File: src/rtl/para_seq.sv
// para_seq: acquisition sequencer that gates samples into the hit detector, captures hits,
// enforces a sample-counted holdoff and applies staged thresholds only at arm boundaries.
module para_seq #(
  parameter logic [15:0] TH_RST  = 16'h8000,
  parameter logic [31:0] HDT_RST = 32'd100,
  parameter logic [31:0] LDT_RST = 32'd100
) (
  input  logic        clk_sys,
  input  logic        rst_n,
  input  logic        cmd_start,
  input  logic        cmd_stop,
  input  logic        cfg_mode,
  input  logic [31:0] cfg_hold,
  input  logic [31:0] cfg_tmo,
  input  logic [15:0] new_th,
  input  logic [31:0] new_hdt,
  input  logic [31:0] new_ldt,
  input  logic        new_upd,
  input  logic        sm_vld,
  input  logic        ph_vld,
  input  logic [15:0] ph_ring,
  output logic        sm_vld_o,
  output logic [15:0] cfg_th,
  output logic [31:0] cfg_hdt,
  output logic [31:0] cfg_ldt,
  output logic        seq_busy,
  output logic        seq_done,
  output logic        seq_tmo,
  output logic [15:0] hit_cnt,
  output logic [15:0] last_ring
);
  typedef enum logic [1:0] {IDLE, ARM, WAIT, HOLD} state_t;
  state_t      r_state, w_next;
  logic        r_pend;
  logic [15:0] r_sh_th, r_hit_cnt, r_last_ring;
  logic [31:0] r_sh_hdt, r_sh_ldt, r_tmo_cnt, r_hold_cnt;
  logic        w_stop, w_hit, w_tmo, w_hexit, w_apply;
  assign sm_vld_o  = sm_vld && r_state == WAIT;
  assign seq_busy  = r_state != IDLE;
  assign hit_cnt   = r_hit_cnt;
  assign last_ring = r_last_ring;
  always_ff @(posedge clk_sys or negedge rst_n)
    if (!rst_n) r_state <= IDLE;
    else        r_state <= w_next;
  always_comb begin
    w_next  = r_state;
    w_stop  = cmd_stop && r_state != IDLE;
    w_hit   = !w_stop && r_state == WAIT && ph_vld;
    w_tmo   = !w_stop && !w_hit && r_state == WAIT && cfg_tmo != 32'd0 && r_tmo_cnt == cfg_tmo - 32'd1;
    w_hexit = !w_stop && r_state == HOLD && r_hold_cnt == cfg_hold;
    w_apply = r_pend && (r_state == IDLE || r_state == ARM);
    case (r_state)
      IDLE:    w_next = cmd_start ? ARM : IDLE;
      ARM:     w_next = WAIT;
      WAIT:    w_next = w_hit ? HOLD : w_tmo ? IDLE : WAIT;
      HOLD:    w_next = w_hexit ? (cfg_mode ? ARM : IDLE) : HOLD;
      default: w_next = IDLE;
    endcase
    if (w_stop) w_next = IDLE;
  end
  // Shadow is applied before being overwritten, so an update racing ARM stays pending.
  always_ff @(posedge clk_sys or negedge rst_n)
    if (!rst_n) begin
      cfg_th      <= TH_RST;
      cfg_hdt     <= HDT_RST;
      cfg_ldt     <= LDT_RST;
      r_sh_th     <= TH_RST;
      r_sh_hdt    <= HDT_RST;
      r_sh_ldt    <= LDT_RST;
      r_pend      <= 1'b0;
      r_hit_cnt   <= 16'd0;
      r_last_ring <= 16'd0;
      r_tmo_cnt   <= 32'd0;
      r_hold_cnt  <= 32'd0;
      seq_done    <= 1'b0;
      seq_tmo     <= 1'b0;
    end else begin
      seq_done <= w_hexit && !cfg_mode;
      seq_tmo  <= w_tmo;
      if (w_apply) begin
        cfg_th  <= r_sh_th;
        cfg_hdt <= r_sh_hdt;
        cfg_ldt <= r_sh_ldt;
      end
      if (new_upd) begin
        r_sh_th  <= new_th;
        r_sh_hdt <= new_hdt;
        r_sh_ldt <= new_ldt;
      end
      r_pend <= new_upd || (r_pend && !w_apply);
      if (r_state == IDLE && cmd_start) begin
        r_hit_cnt   <= 16'd0;
        r_last_ring <= 16'd0;
      end
      if (w_hit) begin
        r_last_ring <= ph_ring;
        r_hit_cnt   <= r_hit_cnt + {15'd0, r_hit_cnt != 16'hFFFF};
      end
      r_tmo_cnt  <= r_state == ARM ? 32'd0 : r_state == WAIT ? r_tmo_cnt + 32'd1 : r_tmo_cnt;
      r_hold_cnt <= r_state == ARM ? 32'd0 : (r_state == HOLD && sm_vld) ? r_hold_cnt + 32'd1 : r_hold_cnt;
    end
endmodule

File: config.mk
export PLATFORM = sky130hd
export DESIGN_NAME = para_seq
export DESIGN_NICKNAME = d
export VERILOG_FILES = /design/src/rtl/para_seq.sv
export SDC_FILE = /design/constraint.sdc
export NUM_CORES = 1
export LEC_CHECK = 0
export CORE_ASPECT_RATIO = 1.2
export CORE_MARGIN = 2
export CORE_UTILIZATION = 51
export CTS_BUF_LIST = sky130_fd_sc_hd__clkbuf_8
export DETAILED_ROUTE_END_ITERATION = 7
export MAX_ROUTING_LAYER = met4
export PLACE_DENSITY_LB_ADDON = 0.2
export SLEW_MARGIN = 15
export SYNTH_ARGS = -nofsm -noshare
export SYNTH_HDL_FRONTEND = slang
export SYNTH_SLANG_ARGS = --single-unit
File: constraint.sdc
create_clock -name clk_sys -period 2.9 [get_ports clk_sys]
set_input_delay 0.58 -clock clk_sys [delete_from_list [all_inputs] [get_ports clk_sys]]
set_output_delay 0.58 -clock clk_sys [all_outputs]
set_load 0.005 [all_outputs]
==> results.py <==
metrics = {
    "outcome": {
        "status": "completed",
    },
    "sta": {
        "min_period_ns": 2.83,
        "timing.final.ws_setup_ns": 0.0732,
        "final_max_slew_viol_count": 0,
        "max_freq_mhz": 354,
        "finalSetupViolations": 0,
        "tightest_slew_ns": 0.520,
        "worst_hold_slack_ns": 0.497,
        "slew-limit-headroom": 0.653,
        "finalHoldViolations": 0,
        "post-route-period-util": 0.975,
        "fin_skew_ns": 0.0179,
        "fin_setup_tns_ns": 0,
    },
    "finish": {
        "antenna_cells": 0,
        "fin_cells": 1736,
        "layout_common_cells": "clkdlybuf4s50_1, dfrtp_1, mux2_2",
        "syn_to_final_growth_pct": 40.3,
        "layout-drive-gt1-share": 0.257,
        "nNetsFinal": 1564,
        "layout_commonest_cell": "clkdlybuf4s50_1",
    },
    "global_route": {
        "antenna_found_initial": 0,
        "grt_pass1_wl_um": 48200,
        "grt_pass1_vias": 9388,
        "grt-ovfl-total": 0,
        "grt_usage": 0.255,
        "grt_max_degree": 69,
    },
    "worst_setup_path": {
        "r2r_start": "r_tmo_cnt[9]",
        "crit_chain": "clkdlybuf4s15_1 > or4_4 > or4_4 > or4_4 > o31ai_4 > o211ai_2 > o41a_1 > o221a_1",
        "crit_buf_inv": 1,
        "crit_top_cell": "or4_4",
        "cp-end-kind": "flip-flop",
        "crit_family": "simple AND/OR/NAND/NOR gates",
        "cp_max_fo": 3,
        "cp_slowest_cell": "or4_4",
        "critPathKind": "in2reg",
        "critPathLaunchType": "input pin",
        "worstReg2RegEnd": "r_state[1]",
        "cpPeakStageDelay_ns": 0.54,
        "critPathRequiredTime_ns": 3.33,
        "cp.arrival_ns": 3.25,
        "rrSetupSlack_ns": 0.40,
        "reg2reg_depth": 8,
    },
    "clock_tree": {
        "cts_num_sinks": 261,
        "clk_latency_ns": 0.55,
        "clockBufferDepth": 3,
        "tritoncts": "done",
        "clkTransAtPathRegs_ns": 0.07,
        "cts_root_buf": "clkbuf_8",
        "cts_inserted_buffers": 43,
        "h-tree-depth": 2,
    },
    "logic_synthesis": {
        "async_flop_share": 1.00,
        "avgSynthCellArea_um2": 12.0,
        "synth-main-ff-cell": "dfrtp_1",
        "syn_inst": 1004,
        "ys_warn_count": 0,
        "synth-edff-count": 0,
        "yosysSeqAreaShare": 0.545,
        "netlist_area_um2": 12000,
        "ys_types": 52,
        "synth_seq_cells": 261,
        "syn-num-nets": 1182,
    },
    "die": {
        "chipHeight_um": 172,
        "row_count": 61,
        "coreArea_um2": 23100,
        "start_util": 0.520,
        "die_area_um2": 24800,
        "ios": 284,
        "die_w_um": 144,
    },
    "power_and_ir_drop": {
        "p_switching_mw": 3.63,
        "clockPowerShare": 0.266,
        "p_leak_nw": 7.23,
        "power_frac_seq": 0.396,
        "netSwitchingFraction": 0.284,
        "pwr_density_cell_nw_per_um2": 757,
        "power.share.combinational": 0.337,
        "ir_drop_mv": 0.637,
        "p_int_mw": 9.13,
    },
    "detailed_routing": {
        "drc": 0,
        "dr.pass1.iters": 5,
        "final_antenna_net_count": 0,
        "first_iter_violations": 388,
        "vias": 9183,
        "drt-total-wl_um": 30500,
        "viasPerCell": 5.29,
        "post_drt_wl_per_cell_um": 17.6,
    },
    "worst_hold_path": {
        "worstHoldEndpoint": "cfg_ldt[4]",
        "min_path_type": "reg2reg",
        "hold_start": "r_sh_ldt[4]",
        "hold-path-cell-count": 1,
    },
    "placement": {
        "post-dp-hpwl_um": 22500,
        "preCtsSetupSlack_ns": -0.774,
        "place_inst": 1652,
        "port_buffers": 283,
        "gp_congestion": 0.925,
    },
    "flow_run": {
        "cap_violations": 0,
    },
}
-- power groups by stage --
stage	combinational (mW)	sequential, mW	clock (mW)
2_1_floorplan	1.83	5.08	0
3_3_place_gp	4.27	5.06	0
3_5_place_dp	4.33	5.11	0
4_1_cts	4.37	5.06	3.47
5_1_grt	4.63	5.17	3.65
6_report	4.30	5.05	3.40
-- sequential cells by signal, indices dropped and copies added (netlist names), 2 cells and up --
register	flops
r_sh_ldt	32
r_sh_th	16
r_hold_cnt	32
r_tmo_cnt	32
cfg_th	16
r_state	2
hit_cnt	16
cfg_ldt	32
last_ring	16
r_sh_hdt	32
cfg_hdt	32
-- metrics by stage --
stage               instance area [um^2]   util  power [mW]
finish                             16900  0.729        12.8
global route                       16900  0.729        13.4
CTS                                16800  0.727        12.9
detailed placement                 15900  0.686        9.44
global placement                   15900  0.686        9.33
floorplan                          12000      -        6.90
-- layout make-up --
type,instances,area (um^2)
Tap cell,315,394
Clock buffer,56,771
Multi-Input combinational cell,693,5360
Sequential cell,261,6550
Timing Repair Buffer,375,3580
Fill cell,1727,6270
Clock inverter,24,164
Inverter,12,45.0
-- per-layer routing --
metal | GRT usage | vias to the layer above | routed length [um]
met1 | 0.298 | 4517 | 11900
met2 | 0.423 | 264 | 15200
met5 | - | - | 0
met3 | 0.0853 | 47 | 2630
li1 | - | 4355 | -
met4 | 0.0713 | 0 | 742
-- cells in the mapped netlist (all sizes together) (2+ instances only) --
master | number | area, um^2
or4 | 11 | 101
xnor2 | 56 | 490
and4bb | 3 | 37.5
and3 | 16 | 100
and4 | 8 | 70.1
o21ai | 28 | 140
dfstp | 14 | 368
a22o | 18 | 158
o31ai | 5 | 51.3
and2 | 4 | 25.0
nand2 | 44 | 165
ha | 10 | 125
nor4b | 3 | 26.3
nor3b | 2 | 15.0
o211ai | 3 | 27.5
mux2 | 162 | 1820
nand2b | 3 | 18.8
nand3b | 4 | 30.0
o22ai | 3 | 18.8
nand4 | 30 | 188
mux2i | 4 | 40.0
a31oi | 4 | 25.0
nor4 | 17 | 106
or3 | 9 | 56.3
xor2 | 68 | 596
a21o | 2 | 15.0
nand3 | 43 | 215
clkbuf | 37 | 139
o21bai | 2 | 18.8
nor3 | 13 | 65.1
a21oi | 16 | 80.1
a211oi | 2 | 15.0
inv | 12 | 45.0
nor2 | 88 | 330
dfrtp | 247 | 6180
or2 | 3 | 18.8
-- worst max-delay path by stage --
| stage | startpoint | to | slack (ns) | depth (start not counted) |
|---|---|---|---|---|
| finish | cfg_tmo[0] | r_state[1] | 0.07 | 8 |
| detailed placement | cfg_tmo[9] | r_state[1] | -0.77 | 8 |
| global placement | cfg_tmo[9] | r_state[1] | -0.74 | 8 |
| floorplan | cfg_tmo[4] | r_state[1] | -0.29 | 8 |
| CTS | cfg_tmo[14] | r_state[1] | -0.03 | 8 |
| global route | cfg_tmo[16] | r_state[1] | -0.02 | 10 |
-- logic make-up after synthesis --
kind of cell    share of synthesized area
compound gates                     0.0504
flops                               0.545
buf+inv                            0.0162
fa+ha+maj                          0.0104
simple gates                        0.133
xor+xnor                           0.0904
mux                                 0.155
-- repair_timing --
action,CTS,global route
resized for setup,52,7
pin swaps,10,4
setup buffers,3,0
endpoints found under the setup margin,1,1
endpoints found under the hold margin,41,0
cloned,0,0
hold buffers,1,0
No activity file was read; power rests on OpenSTA's default activity.
